==> src/rtl/clk_div_rst_gen.sv <==
// Multi-channel clock-enable divider with per-channel sequenced active-low resets.
// Divisors and enables are programmed over a req/ack register port.
//
// cfg state | meaning
// ----------+---------------------------------------------------------
// S_IDLE    | waiting for cfg_req_i; write/read capture happens on exit
// S_ACK     | cfg_ack_o high for exactly one cycle, then back to idle
module clk_div_rst_gen #(
  parameter int NUM_CH     = 2,
  parameter int DIV_W      = 8,
  parameter int RST_CYCLES = 4
) (
  input  logic              clk_i,
  input  logic              rst_i,
  input  logic              test_mode_i,
  input  logic              cfg_req_i,
  input  logic              cfg_wrn_i,
  input  logic [3:0]        cfg_add_i,
  input  logic [31:0]       cfg_data_i,
  output logic              cfg_ack_o,
  output logic [31:0]       cfg_r_data_o,
  output logic [NUM_CH-1:0] clk_en_o,
  output logic [NUM_CH-1:0] div_clk_o,
  output logic [NUM_CH-1:0] lock_o,
  output logic [NUM_CH-1:0] rstn_o
);

  localparam int RC_W = $clog2(RST_CYCLES + 1);

  typedef enum logic {
    S_IDLE = 1'b0,
    S_ACK  = 1'b1
  } cfg_state_t;

  cfg_state_t r_state;
  cfg_state_t w_state_nxt;
  logic       w_take;
  logic       w_wr;
  logic       w_unused_data;

  logic [NUM_CH-1:0] r_ctrl;
  logic [NUM_CH-1:0] r_ctrl_d;
  logic [DIV_W-1:0]  r_div_sh [NUM_CH];
  logic [31:0]       r_rdata;
  logic [31:0]       w_rdata;

  logic [NUM_CH-1:0] w_clk_en;
  logic [NUM_CH-1:0] w_div_clk;
  logic [NUM_CH-1:0] w_lock;
  logic [NUM_CH-1:0] w_rstn;

  assign w_unused_data = ^cfg_data_i;

  always_ff @(posedge clk_i) begin
    if (rst_i) r_state <= S_IDLE;
    else       r_state <= w_state_nxt;
  end

  always_comb begin
    w_state_nxt = r_state;
    w_take      = 1'b0;
    case (r_state)
      S_IDLE: begin
        if (cfg_req_i) begin
          w_take      = 1'b1;
          w_state_nxt = S_ACK;
        end
      end
      S_ACK:   w_state_nxt = S_IDLE;
      default: w_state_nxt = S_IDLE;
    endcase
  end

  assign w_wr = w_take & ~cfg_wrn_i;

  always_ff @(posedge clk_i) begin
    if (rst_i) begin
      r_ctrl   <= '1;
      r_ctrl_d <= '1;
    end else begin
      r_ctrl_d <= r_ctrl;
      if (w_wr && cfg_add_i == 4'd0) r_ctrl <= cfg_data_i[NUM_CH-1:0];
    end
  end

  always_comb begin
    w_rdata = '0;
    if (cfg_add_i == 4'd0)      w_rdata = 32'(r_ctrl);
    else if (cfg_add_i == 4'd1) w_rdata = 32'(w_lock);
    for (int ch = 0; ch < NUM_CH; ch++) begin
      if (cfg_add_i == 4'(ch + 2)) w_rdata = 32'(r_div_sh[ch]);
    end
  end

  always_ff @(posedge clk_i) begin
    if (rst_i)       r_rdata <= '0;
    else if (w_take) r_rdata <= cfg_wrn_i ? w_rdata : 32'd0;
  end

  assign cfg_ack_o    = (r_state == S_ACK);
  assign cfg_r_data_o = cfg_ack_o ? r_rdata : 32'd0;

  for (genvar g = 0; g < NUM_CH; g++) begin : g_ch
    logic [DIV_W-1:0] r_cnt;
    logic [DIV_W-1:0] r_dact;
    logic [RC_W-1:0]  r_rst_cnt;
    logic             r_clk_en;
    logic             r_div_clk;
    logic             r_lock;
    logic             r_rstn;
    logic             w_wrap;

    always_ff @(posedge clk_i) begin
      if (rst_i)                                r_div_sh[g] <= DIV_W'(1);
      else if (w_wr && cfg_add_i == 4'(g + 2))  r_div_sh[g] <= cfg_data_i[DIV_W-1:0];
    end

    // A zero divisor never matches, so the channel stalls until re-enabled.
    assign w_wrap = (r_dact != '0) && (r_cnt == r_dact - DIV_W'(1));

    always_ff @(posedge clk_i) begin
      if (rst_i) begin
        r_cnt     <= '0;
        r_dact    <= DIV_W'(1);
        r_rst_cnt <= '0;
        r_clk_en  <= 1'b0;
        r_div_clk <= 1'b0;
        r_lock    <= 1'b0;
        r_rstn    <= 1'b0;
      end else if (!r_ctrl[g]) begin
        r_cnt     <= '0;
        r_rst_cnt <= '0;
        r_clk_en  <= 1'b0;
        r_div_clk <= 1'b0;
        r_lock    <= 1'b0;
        r_rstn    <= 1'b0;
      end else if (!r_ctrl_d[g]) begin
        r_dact   <= r_div_sh[g];
        r_cnt    <= '0;
        r_clk_en <= 1'b0;
      end else begin
        r_clk_en <= w_wrap;
        r_rstn   <= (r_rst_cnt == RC_W'(RST_CYCLES));
        if (w_wrap) begin
          r_cnt     <= '0;
          r_dact    <= r_div_sh[g];
          r_div_clk <= ~r_div_clk;
          r_lock    <= 1'b1;
          if (r_rst_cnt != RC_W'(RST_CYCLES)) r_rst_cnt <= r_rst_cnt + RC_W'(1);
        end else if (r_dact != '0) begin
          r_cnt <= r_cnt + DIV_W'(1);
        end
      end
    end

    assign w_clk_en[g]  = r_clk_en;
    assign w_div_clk[g] = r_div_clk;
    assign w_lock[g]    = r_lock;
    assign w_rstn[g]    = r_rstn;
  end

  assign clk_en_o  = test_mode_i ? {NUM_CH{1'b1}} : w_clk_en;
  assign rstn_o    = test_mode_i ? {NUM_CH{~rst_i}} : w_rstn;
  assign div_clk_o = w_div_clk;
  assign lock_o    = w_lock;

endmodule

==> config.mk <==
export PLATFORM = sky130hd
export DESIGN_NAME = clk_div_rst_gen
export DESIGN_NICKNAME = d
export VERILOG_FILES = /design/src/rtl/clk_div_rst_gen.sv
export SDC_FILE = /design/constraint.sdc
export NUM_CORES = 1
export LEC_CHECK = 0
export BUFFER_PORTS_ARGS = -buffer_cell sky130_fd_sc_hd__buf_4
export CORE_ASPECT_RATIO = 1.1
export CORE_UTILIZATION = 50
export DETAILED_ROUTE_END_ITERATION = 7
export PLACE_DENSITY = 0.83
export REMOVE_ABC_BUFFERS = 1
export SYNTH_ARGS = -nofsm -noshare
export SYNTH_HDL_FRONTEND = slang
export SYNTH_SLANG_ARGS = --single-unit
export TNS_END_PERCENT = 50
==> constraint.sdc <==
create_clock -name clk_i -period 2.5 [get_ports clk_i]
set_input_delay 0.5 -clock clk_i [delete_from_list [all_inputs] [get_ports clk_i]]
set_output_delay 0.5 -clock clk_i [all_outputs]
set_load 0.02 [all_outputs]
==> results list, run 1 <==
* Clock Skew: ~9 ps
- Seq/Total Area, Yosys: 0.3974
- The critical path crosses 8 cells after its start point.
- After detailed routing, the met3 layer carries roughly 500 um of wire.
- Run status: finished clean
- Maximum resistive drop on vdd: approximately 0.71 mV
- Measured against its own limit, the worst slew margin works out to 0.5600.
- Largest cells by area after synthesis: dfxtp_1 28%, edfxtp_1 11%, buf_4 5.0%
- Crit path buf inv count: 1
* Uppermost signal routing layer after detailed routing: met4
- Max incr delay on CP: between 500 and 600 ps
* Detailed-route wire length on metal 1: around 3800 um
- At the pin with the least slew margin, the transition time is ~660 ps.
* Antenna-violating nets left: 0
* Total iterations of the first detailed-routing run: 5
- CTS H-tree lvls: 3
* Final routed DRC violation total: 0
- The number of global-route vias before repair was 3,313.
- The tree is rooted in a clkbuf_8.
- Leakage power: between 1.5 and 2 nW
- Initial core utilization: 0.5228
* Post-synthesis sequential element count: 75
- Clk_lat worst skew: between 300 and 400 ps
- Yosys cell types: 60
- Data arrives at the worst endpoint at 2680 ps.
* Clk buf depth: 2
- Tracing the worst setup path back leads to its startpoint at g_ch[1].r_dact[1].
- Aggregate global-route resource usage: 0.2186
- Max-slew violation total from the final report: 0
- Die footprint: roughly 0.0087 mm2
* R2R Path Start: g_ch[1].r_dact[1]
- Detailed placement finished with a half-perimeter wire length of 6547 um.
- Setup violations remaining at the end of the flow were counted as 0.
* Cell area power density: approximately 1100 mW/mm2
* Worst hold stages: 3
* Final-stage net count: 550
- After clock tree synthesis, the clock-pin slew on the worst setup and hold paths is 80 ps.
- Of all flip-flops after synthesis, the portion carrying an async set or reset was 0.
* Number of antenna violations at the first check in global routing: 0
- DR vias: 3,443
- Die extent in x: about 89 um
* Cell family with most CP delay: simple AND/OR/NAND/NOR gates
* CTS Hold Bufs: 0
- CP Data Required Time: between 2000 and 3000 ps
- Number of vias per cell: approximately 5.6
- a little over 80 I/O pins were placed.
* DRC violation total after the first TritonRoute iteration: roughly 240
* Wire length per cell: ~15 um
* Startpoint class of the critical path: register
* Main synth FF type: dfxtp_1
- Summed over all failing endpoints, the final setup total negative slack is 0 ps.
- Of the post-synthesis cell area, the dominant cell type holds 0.2825.
- Based on the critical path, the design can be clocked at up to between 0.4 and 0.5 GHz.
* Floorplan Core Area: 0.007998 mm2
* Nature of the critical path endpoint: register
* Clock Sink Count: between 70 and 80
- Summing internal, switching and leakage power gives between 4 and 5 mW.
- The routed design has between 9000 and 10,000 um of wire.
- Along the worst path, the maximum fanout reaches 3.
- Pin count of the biggest net entering global routing: 23
* ANT cells: 0
- Max-capacitance violation count: 0
* Number of flops mapped to enable cells by yosys: 16
* Layout cell share with drive strength beyond 1: 0.1766
- A synthesized cell averages a little under 9 um2.
- For this run, the number of Yosys warnings is 0.
- Final RePlAce weighted congestion: around 0.9
* Setup slack, reg-to-reg: between 100 and 150 ps
* Crit path time final: between 2000 and 2500 ps
- Number of cells on the worst reg-to-reg path: 8
- Setup repair after global routing missed its margin: yes
- In this run the cell area of the synthesized design comes to 0.004182 mm2.
- The startpoint identified for the worst hold timing path is cfg_data_i[0].
* Wire length of the first global-routing pass: approximately 15,000 um
- Leading area contributor after synthesis: dfxtp_1
* Clock tree from TritonCTS: done
- Series of cell instances along the critical path: inv_1, ha_1, xnor2_1, a311oi_1, o221ai_2, or4_1, or3_1, a21oi_2
* Classification of the worst-slack hold path: input pin to register
- The critical path is of the register to register type.
- Met2 wire length: approximately 4500 um
- Count of endpoints failing hold in the final timing report: 0
* Part of the cycle the worst path needs: 0.9594
* Number of buffers inserted by port buffering: 33
- Remaining global-route overflow: 0
* Relative area change from synthesis to final layout: 12.84%
- Number of core rows: 34
- Number of buffers inserted during clock tree synthesis: 9
* Gate count of the mapped netlist: about 470
* Die Y: about 98 um
* Critical-path cell with the highest stage delay: or4_1
- Filler Cells Inserted: 703
-- synthesized netlist by cell type, drive strengths merged (4+ instances only) --
cell / n
mux2: 7
nand3: 8
nand2: 38
inv: 17
a22oi: 6
or4: 8
nor3: 20
ha: 10
and2: 23
clkbuf: 17
buf: 35
nor3b: 7
xor2: 16
or3: 4
nand2b: 5
mux2i: 11
or2: 5
dfxtp: 59
xnor2: 15
and3: 4
edfxtp: 16
nor2b: 4
a21oi: 15
nor2: 47
nand4: 11
a31oi: 11
o311ai: 10
-- metrics by stage --
step	util	hold slack (ps)	instances	setup slack, ps	cell area (um2)
after floorplan	-	436.7	438	-205.9	3955
after global placement	0.5565	445.2	594	118.5	4451
after detailed placement	0.5565	457.1	594	39.11	4451
after CTS	0.5818	398.0	610	10.84	4653
after global routing	0.5900	416.9	612	-11.66	4718
final	0.5900	402.0	612	101.4	4718
-- flip-flops by register name, summed over array words and instances (netlist names) --
name	cells
cfg_ack_o	1
r_div_sh	16
r_ctrl_d	2
g_ch.r_lock	2
r_rdata	8
g_ch.r_clk_en	2
r_ctrl	2
g_ch.r_dact	16
g_ch.r_rst_cnt	6
g_ch.r_cnt	16
g_ch.r_div_clk	2
g_ch.r_rstn	2
-- layout by cell type (no fill, tap or decap), types with 14 or more instances in the layout --
cell and count:
dfxtp_1 57, and2_1 23, buf_4 49, xnor2_1 15, a21oi_1 14, xor2_1 16
nand2_1 38, edfxtp_1 16, inv_1 17, conb_1 24, nor2_1 47, nor3_1 18
-- layout make-up --
type / count / area (um2) / area share
multi-input cells: 346 / 2273 / 0.4818
flip-flops and latches: 75 / 1664 / 0.3527
repair buffers: 50 / 379.1 / 0.08035
clock buffers: 11 / 152.6 / 0.03235
well taps: 108 / 135.1 / 0.02864
inverters: 17 / 63.81 / 0.01352
clock inverters: 5 / 50.05 / 0.01061
-- tightest hold or removal path: cells and delay by family --
kind | cells | cell delay, ps
mux | 1 | 60
simple gates | 1 | 60
buf+inv | 1 | 100
-- routing by layer --
layer,vias to the layer above,track usage
met5,-,0
li1,1666,-
met2,128,0.3717
met3,20,0.04057
met1,1629,0.2731
met4,0,0.07692
-- cells by family after synthesis --
| family | after synthesis | synth area share |
|---|---|---|
| DFF | 75 | 0.3974 |
| muxes | 18 | 0.04518 |
| and+or+nand+nor | 194 | 0.2436 |
| other | 1 | 0.0008968 |
| xor gates and xnor gates | 31 | 0.06493 |
| adders and majority gates | 10 | 0.02992 |
| AOI/OAI and AO/OA | 69 | 0.1281 |
| buffers and inverters | 69 | 0.09007 |
-- worst paths after layout --
kind                          endpoint
setup / recovery  g_ch[1].r_rst_cnt[0]
hold / removal               r_ctrl[0]
setup reg to reg  g_ch[1].r_rst_cnt[0]
hold reg to reg         g_ch[1].r_rstn
-- repair_timing --
action	4_1_cts	5_1_grt
buffers inserted	0	2
setup endpoints to repair	0	19
gates resized for setup	0	12
-- report_power, final --
part	total, mW	internal, mW	switching [mW]	leakage [nW]
logic	2.36	1.09	1.27	1.15
registers	1.67	1.43	0.241	0.640
clock network	0.956	0.514	0.442	0.101
total	4.99	3.04	1.95	1.89
(Power assumes the default switching activity.)
==> inputs of run 2 (changes only) <==
CORE_MARGIN = 3   (was default)
PLACE_DENSITY = 0.78   (was 0.83)
==> results list, run 2 (synthesis results as in run 1) <==
- For this run, the number of standard cells in the final layout without fillers is just over 600.
- Clock-pin slew was measured on the worst setup and hold paths at approximately 80 ps.
- Pin slew with the least headroom to its limit: around 600 ps
- Hold timing on the final database bottoms out at a slack of approximately 410 ps.
* Crit path buf inv count: 0
- Remaining global-route overflow: 0
- In this run the worst path has a maximum fanout of 5.
* IO Pins: between 80 and 90
* Register share of total power: 0.329
- Wire length of the first global-routing pass: 14,940 um
- Antenna-violating nets left: 0
* Startpoint class of the critical path: register
* Root Driver: clkbuf_8
- The internal portion of the total power is between 3 and 4 mW.
* Max incr delay on CP: 520 ps
- Worst Slack Setup Final: approximately 130 ps
* Number of core rows: 34
- Counting along the longest clock path gives a buffer depth of 2.
- In this run the number of H-tree levels came out at 3.
* Routed Wire Length: about 9400 um
* Type of the worst setup path: register to register
- The analysis attributes to net switching a power of slightly above 2 mW.
* Commonest non-fill, non-tap cells in the layout: 55 x dfxtp_1, 47 x nor2_1, 47 x buf_4, 38 x nand2_1, 24 x conb_1
* Final routed DRC violation total: 0
- The path class of the tightest hold or removal check is input pin to register.
* Count of endpoints failing hold in the final timing report: 0
- Aggregate global-route resource usage: 0.1976
- The clock drives 75 sinks.
* DR vias: roughly 3,500
- The worst pin sits at a relative slew slack of 0.5948.
- Die extent in x: approximately 93 um
* Placed insts: roughly 600
- Die footprint: approximately 0.0095 mm2
* Clock Skew: ~9.3 ps
- Final RePlAce weighted congestion: 0.8433
- The critical path goes through nor3_1, nand3b_1, a31o_2, or4_4, or3_1, a21oi_1.
* Worst-case setup slack after placement: roughly 19 ps
- For this design the static power due to leakage is 1.900 nW.
* Part of the total power dissipated in combinational logic: 0.489
- The share of total power dissipated in the clock network is 0.181.
- VDD sags by at most 0.6577 mV.
- Switching share of power: 0.4006
* Floorplan Core Area: 0.008040 mm2
* Timing startpoint of the critical path: g_ch[1].r_dact[0]
- Nature of the critical path endpoint: register
- Clock tree from TritonCTS: done
- Detailed placement ended at an HPWL of 6451 um.
* Wire length per cell: around 15 um
* Critical-path cell with the highest stage delay: nor3_1
- Once layout is complete, the utilization of the core stands at 0.5945.
* Total iterations of the first detailed-routing run: 5
- Data on the critical path is required at its endpoint by between 2000 and 3000 ps.
* DRC violation total after the first TritonRoute iteration: ~240
- For this configuration, the core starts out at a cell density of 0.5201.
- Entering global routing, the biggest net connects 32 pins.
- Of the cells placed in the final design, the portion with a size suffix greater than 1 is 0.1964.
* Cell area power density: around 1100 mW/mm2
* Max-slew violation total from the final report: 0
- Source of the worst hold timing path: cfg_data_i[0]
* Via count of the first global-routing pass: about 3,200
* Number of buffers inserted during clock tree synthesis: 9
- Crit path time final: 2375 ps
- The worst register-to-register path begins at g_ch[1].r_dact[0].
- The kind of cell with the highest combined delay along the critical path is simple AND/OR/NAND/NOR gates.
- The area growth from synthesis to layout is 14.30%.
- Clock latency on the worst-skew pair, taken at its later pin, is around 340 ps.
- Leaving out fill and tap cells, the most frequent cell in the layout is dfxtp_1.
* Die Y: a little over 100 um
* Part of the cycle the worst path needs: 0.9498
* Max-capacitance violation count: 0
- Setup violations remaining at the end of the flow were counted as 0.
- For this run, the post-layout net count is 550.
- Number of buffers inserted by port buffering: 33
- Arrival time at the worst endpoint: around 2600 ps
- Using the TritonRoute via totals, the vias-per-cell ratio works out to roughly 5.6.
- The largest registers in the layout are g_ch.r_cnt: 16 flops, g_ch.r_dact: 16 flops, r_div_sh: 16 flops.
* Run status: finished clean
- The number of antenna diodes in the final layout is 0.
* FMAX: between 0.4 and 0.5 GHz
* Number of antenna violations at the first check in global routing: 0
run 2: power by group through the flow:
stage | registers [mW] | clock network [mW] | logic (mW)
floorplan | 1.65 | 0 | 1.46
global placement | 1.67 | 0 | 2.07
global route | 1.72 | 0.989 | 2.75
CTS | 1.66 | 0.935 | 2.17
finish | 1.69 | 0.931 | 2.51
detailed placement | 1.68 | 0 | 2.13
run 2: per-stage QoR:
step | instance area (um2) | TNS (ps) | power [mW]
global placement | 4443 | 0 | 3.743
finish | 4780 | 0 | 5.135
global route | 4780 | -41.25 | 5.452
detailed placement | 4443 | 0 | 3.813
CTS | 4639 | -11.48 | 4.763
floorplan | 3955 | -2330 | 3.113
run 2: final timing paths:
check                                            end  slack [ps]  cells past startpoint
worst max-delay path            g_ch[1].r_rst_cnt[0]         130                      6
worst min-delay path                       r_ctrl[0]         410                      3
worst max register to register  g_ch[1].r_rst_cnt[0]         130                      6
worst min register to register        g_ch[1].r_rstn         470                      2
run 2: area by class of cell:
cell class	count	area (um2)
Sequential cell	75	1667
Clock buffer	10	137.6
Tap cell	108	135.1
Timing Repair Buffer	50	380.4
Fill cell	682	3261
Inverter	17	63.81
Multi-Input combinational cell	346	2341
Clock inverter	6	55.05
run 2: repair_timing:
| action | CTS | global route |
|---|---|---|
| hold endpoints to repair | 0 | 0 |
| pin swaps | 0 | 7 |
| endpoints found under the setup margin | 2 | 29 |
| setup buffers | 0 | 1 |
| gates resized for setup | 1 | 25 |
| cloned | 0 | 2 |
| hold buffers | 0 | 0 |
run 2: routing by layer:
metal | up-vias | track usage | wire length, um
met3 | 19 | 0.03682 | 475
met5 | - | 0 | 0
li1 | 1668 | - | -
met1 | 1660 | 0.2488 | 4031
met4 | 0 | 0.07892 | 171
met2 | 103 | 0.3363 | 4697
run 2: tightest hold or removal path: cells and delay by family:
family / cells / cell delay, ps
buffers and inverters: 1 / 100
muxes: 1 / 60
and+or+nand+nor: 1 / 60
==> inputs of run 3 (changes only) <==
CORE_UTILIZATION = 55   (was 50)
PLACE_DENSITY = 0.82   (was 0.78)
RECOVER_POWER = 25   (was default)
clock period = 2.2 ns   (was 2.5 ns; I/O delays follow)
==> results list, run 3 (synthesis results as in run 1) <==
* Floorplan Core Area: between 0.007 and 0.008 mm2
- Startpoint class of the critical path: register
- The design draws 6.538 mW.
- The H-tree was split into 3 levels.
* Largest regs: g_ch.r_cnt: 16 flops, g_ch.r_dact: 16 flops, r_div_sh: 16 flops
- The first detailed-routing pass ran for 5 iterations.
- Clock Sink Count: 75
- Cell area power density: roughly 1300 mW/mm2
- Leakage power: 2.036 nW
- DRC violation total after the first TritonRoute iteration: around 220
- For the worst-skew pair, the clock arrives at the later sink with an insertion delay of roughly 350 ps.
- Counting I/O delays and the setup requirement, the final critical path takes about 2300 ps.
- Detail Placement HPWL: 7054 um
- In the routed layout, each cell is associated on average with a via count of a little under 6.
- Setup slack, reg-to-reg: -70 ps
* Post-layout instance area: ~0.005 mm2
- Relative area change from synthesis to final layout: 22.20%
* Remaining global-route overflow: 0
- Routed Wire Length: between 10,000 and 15,000 um
* Series of cell instances along the critical path: buf_12, nor4_2, buf_4, nand3_1, a21oi_1, o311ai_2, buf_4, or4_1, o311ai_1
- TritonCTS built the clock tree.
- Run status: finished, violations left
- The die is a little under 90 um wide.
* Count of endpoints failing hold in the final timing report: 0
- The first global-routing pass estimated 16,060 um of wire.
- Broken down by cell family, the worst path's largest delay share belongs to simple AND/OR/NAND/NOR gates.
* Max-slew violation total from the final report: 0
- The worst-case IR drop observed on VDD is 0.8490 mV.
* Commonest non-fill, non-tap cells in the layout: 63 x buf_4, 52 x dfxtp_1, 47 x nor2_1, 38 x nand2_1, 24 x conb_1
- Final-stage net count: between 500 and 600
- The final reports fail on setup timing.
- In this design, the critical path's most frequently occurring cell is buf_4.
- Across all setup checks in the final design, the least slack found is -66.61 ps.
- The worst pin sits at a relative slew slack of 0.5387.
- The worst register-to-register path has a depth of 9.
- The layout has approximately 520 filler cells.
- Row generation in the floorplan step produced 32 rows.
* Wire length per cell: 16.68 um
- Pin count of the biggest net entering global routing: 26
- The number of antenna diodes in the final layout is 0.
* Worst r2r dst: g_ch[0].r_dact[6]
- Timing startpoint of the critical path: g_ch[0].r_dact[3]
- CP Depth: 9
- Nature of the critical path endpoint: register
* Max incr delay on CP: ~400 ps
- Clock Skew: 8.282 ps
- The number of global-route vias before repair is ~3,400.
- Data arrives at the worst endpoint at 2530 ps.
- The worst hold path belongs to the class input pin to register.
- In this run the worst path has a maximum fanout of 5.
- The worst register-to-register path begins at g_ch[0].r_dact[3].
- In the routed design, unresolved DRC markers number 0.
* Crit path buf inv count: 3
* Initial core utilization: 0.5802
- Layout cell share with drive strength beyond 1: 0.2774
* Antenna-violating nets left: 0
- The critical path in this run is classified as register to register.
- In the global route stage, overall resource usage came out at 0.2342.
- The die is between 90 and 100 um tall.
- IO Pins: 82
- Max-capacitance violation count: 0
- Leading cell type in the layout, fill and taps excluded: buf_4
- Routability-driven placement finished with a final weighted congestion of approximately 0.87.
* Clk buf depth: 2
* CP Data Required Time: approximately 2500 ps
- Adding up every negative setup slack in the final design gives -869.0 ps.
- Buffers inserted during clock tree synthesis total 9.
- Clock-pin slew on the worst setup and hold paths: around 80 ps
- The routed layout has between 3,000 and 4,000 vias.
- FMAX: ~0.44 GHz
- Setup repair after global routing missed its margin: yes
- The number of antenna violations at the first check in global routing came to 0.
- Capturing instance or port of the critical path: g_ch[0].r_dact[6]
- Part of the cycle the worst path needs: 1.030
* Die footprint: 0.008686 mm2
- Setup violations remaining at the end of the flow were counted as 21.
- Root Driver: clkbuf_8
- Critical-path cell with the highest stage delay: or4_1
* Total placed instance area: 0.004634 mm2
- Number of buffers inserted by port buffering: 33
- Pin slew with the least headroom to its limit: ~690 ps
==> run 3: changes by cell type in the layout (fill, tap and decap cells not counted), sizes merged <==
cell,change
clkinvlp,+1
buf,+20
clkbuf,+7
clkinv,-1
bufinv,-1
==> run 3: where the power goes <==
part | switching, mW | internal, mW | leakage (nW)
logic | 1.87 | 1.81 | 1.31
registers | 0.284 | 1.64 | 0.642
clock network | 0.503 | 0.434 | 0.0851
total | 2.65 | 3.88 | 2.04
==> run 3: area by class of cell <==
cell class                 count  area [um2]  share of cell area
timing repair buffer          76       595.6              0.1166
tap                           85       106.4             0.02081
clock buffer                  11       141.4             0.02767
inverter                      17       73.82             0.01445
clock inverter                 5       30.03            0.005877
multi-input combinational    346        2492              0.4878
sequential                    75        1670              0.3269
==> run 3: per-stage QoR <==
step,std cells,setup slack (ps),utilization,hold slack (ps)
6_report,615,-66.61,0.7090,323.5
5_1_grt,615,-161.8,0.7090,322.4
4_1_cts,614,-37.08,0.6925,313.0
3_5_place_dp,596,-287.1,0.6431,466.4
3_3_place_gp,596,-156.1,0.6431,465.8
2_1_floorplan,438,-505.9,-,436.7
==> run 3: how the worst min path moves through the flow <==
stage	start	end	slack (ps)	cells after the start
6_report	cfg_data_i[0]	r_ctrl[0]	320	3
5_1_grt	cfg_data_i[0]	r_ctrl[0]	320	3
4_1_cts	cfg_data_i[0]	r_ctrl[0]	310	3
3_5_place_dp	g_ch[1].r_rstn	g_ch[1].r_rstn	470	2
3_3_place_gp	g_ch[1].r_rstn	g_ch[1].r_rstn	470	2
2_1_floorplan	g_ch[1].r_rstn	g_ch[1].r_rstn	440	2
==> run 3: what timing repair did <==
item,in CTS,in global routing
gates cloned,2,0
pin swaps,31,8
hold buffers,0,0
resized for setup,42,30
buffers inserted,0,1
endpoints found under the setup margin,42,40
==> run 3: worst register-to-register path, stage by stage, from the launching register on <==
cell and delay [ps]:
dfxtp_1 360, buf_12 140, nor4_2 240, buf_4 180
nand3_1 90, a21oi_1 310, o311ai_2 140, buf_4 200
or4_1 410, o311ai_1 100
==> run 3: per-layer routing <==
| metal | share of wire | global-route usage | vias to the layer above |
|---|---|---|---|
| li1 | - | - | 1722 |
| met1 | 0.39 | 0.2932 | 1730 |
| met2 | 0.50 | 0.3812 | 169 |
| met3 | 0.062 | 0.03562 | 39 |
| met4 | 0.041 | 0.1203 | 0 |
| met5 | 0 | 0 | - |
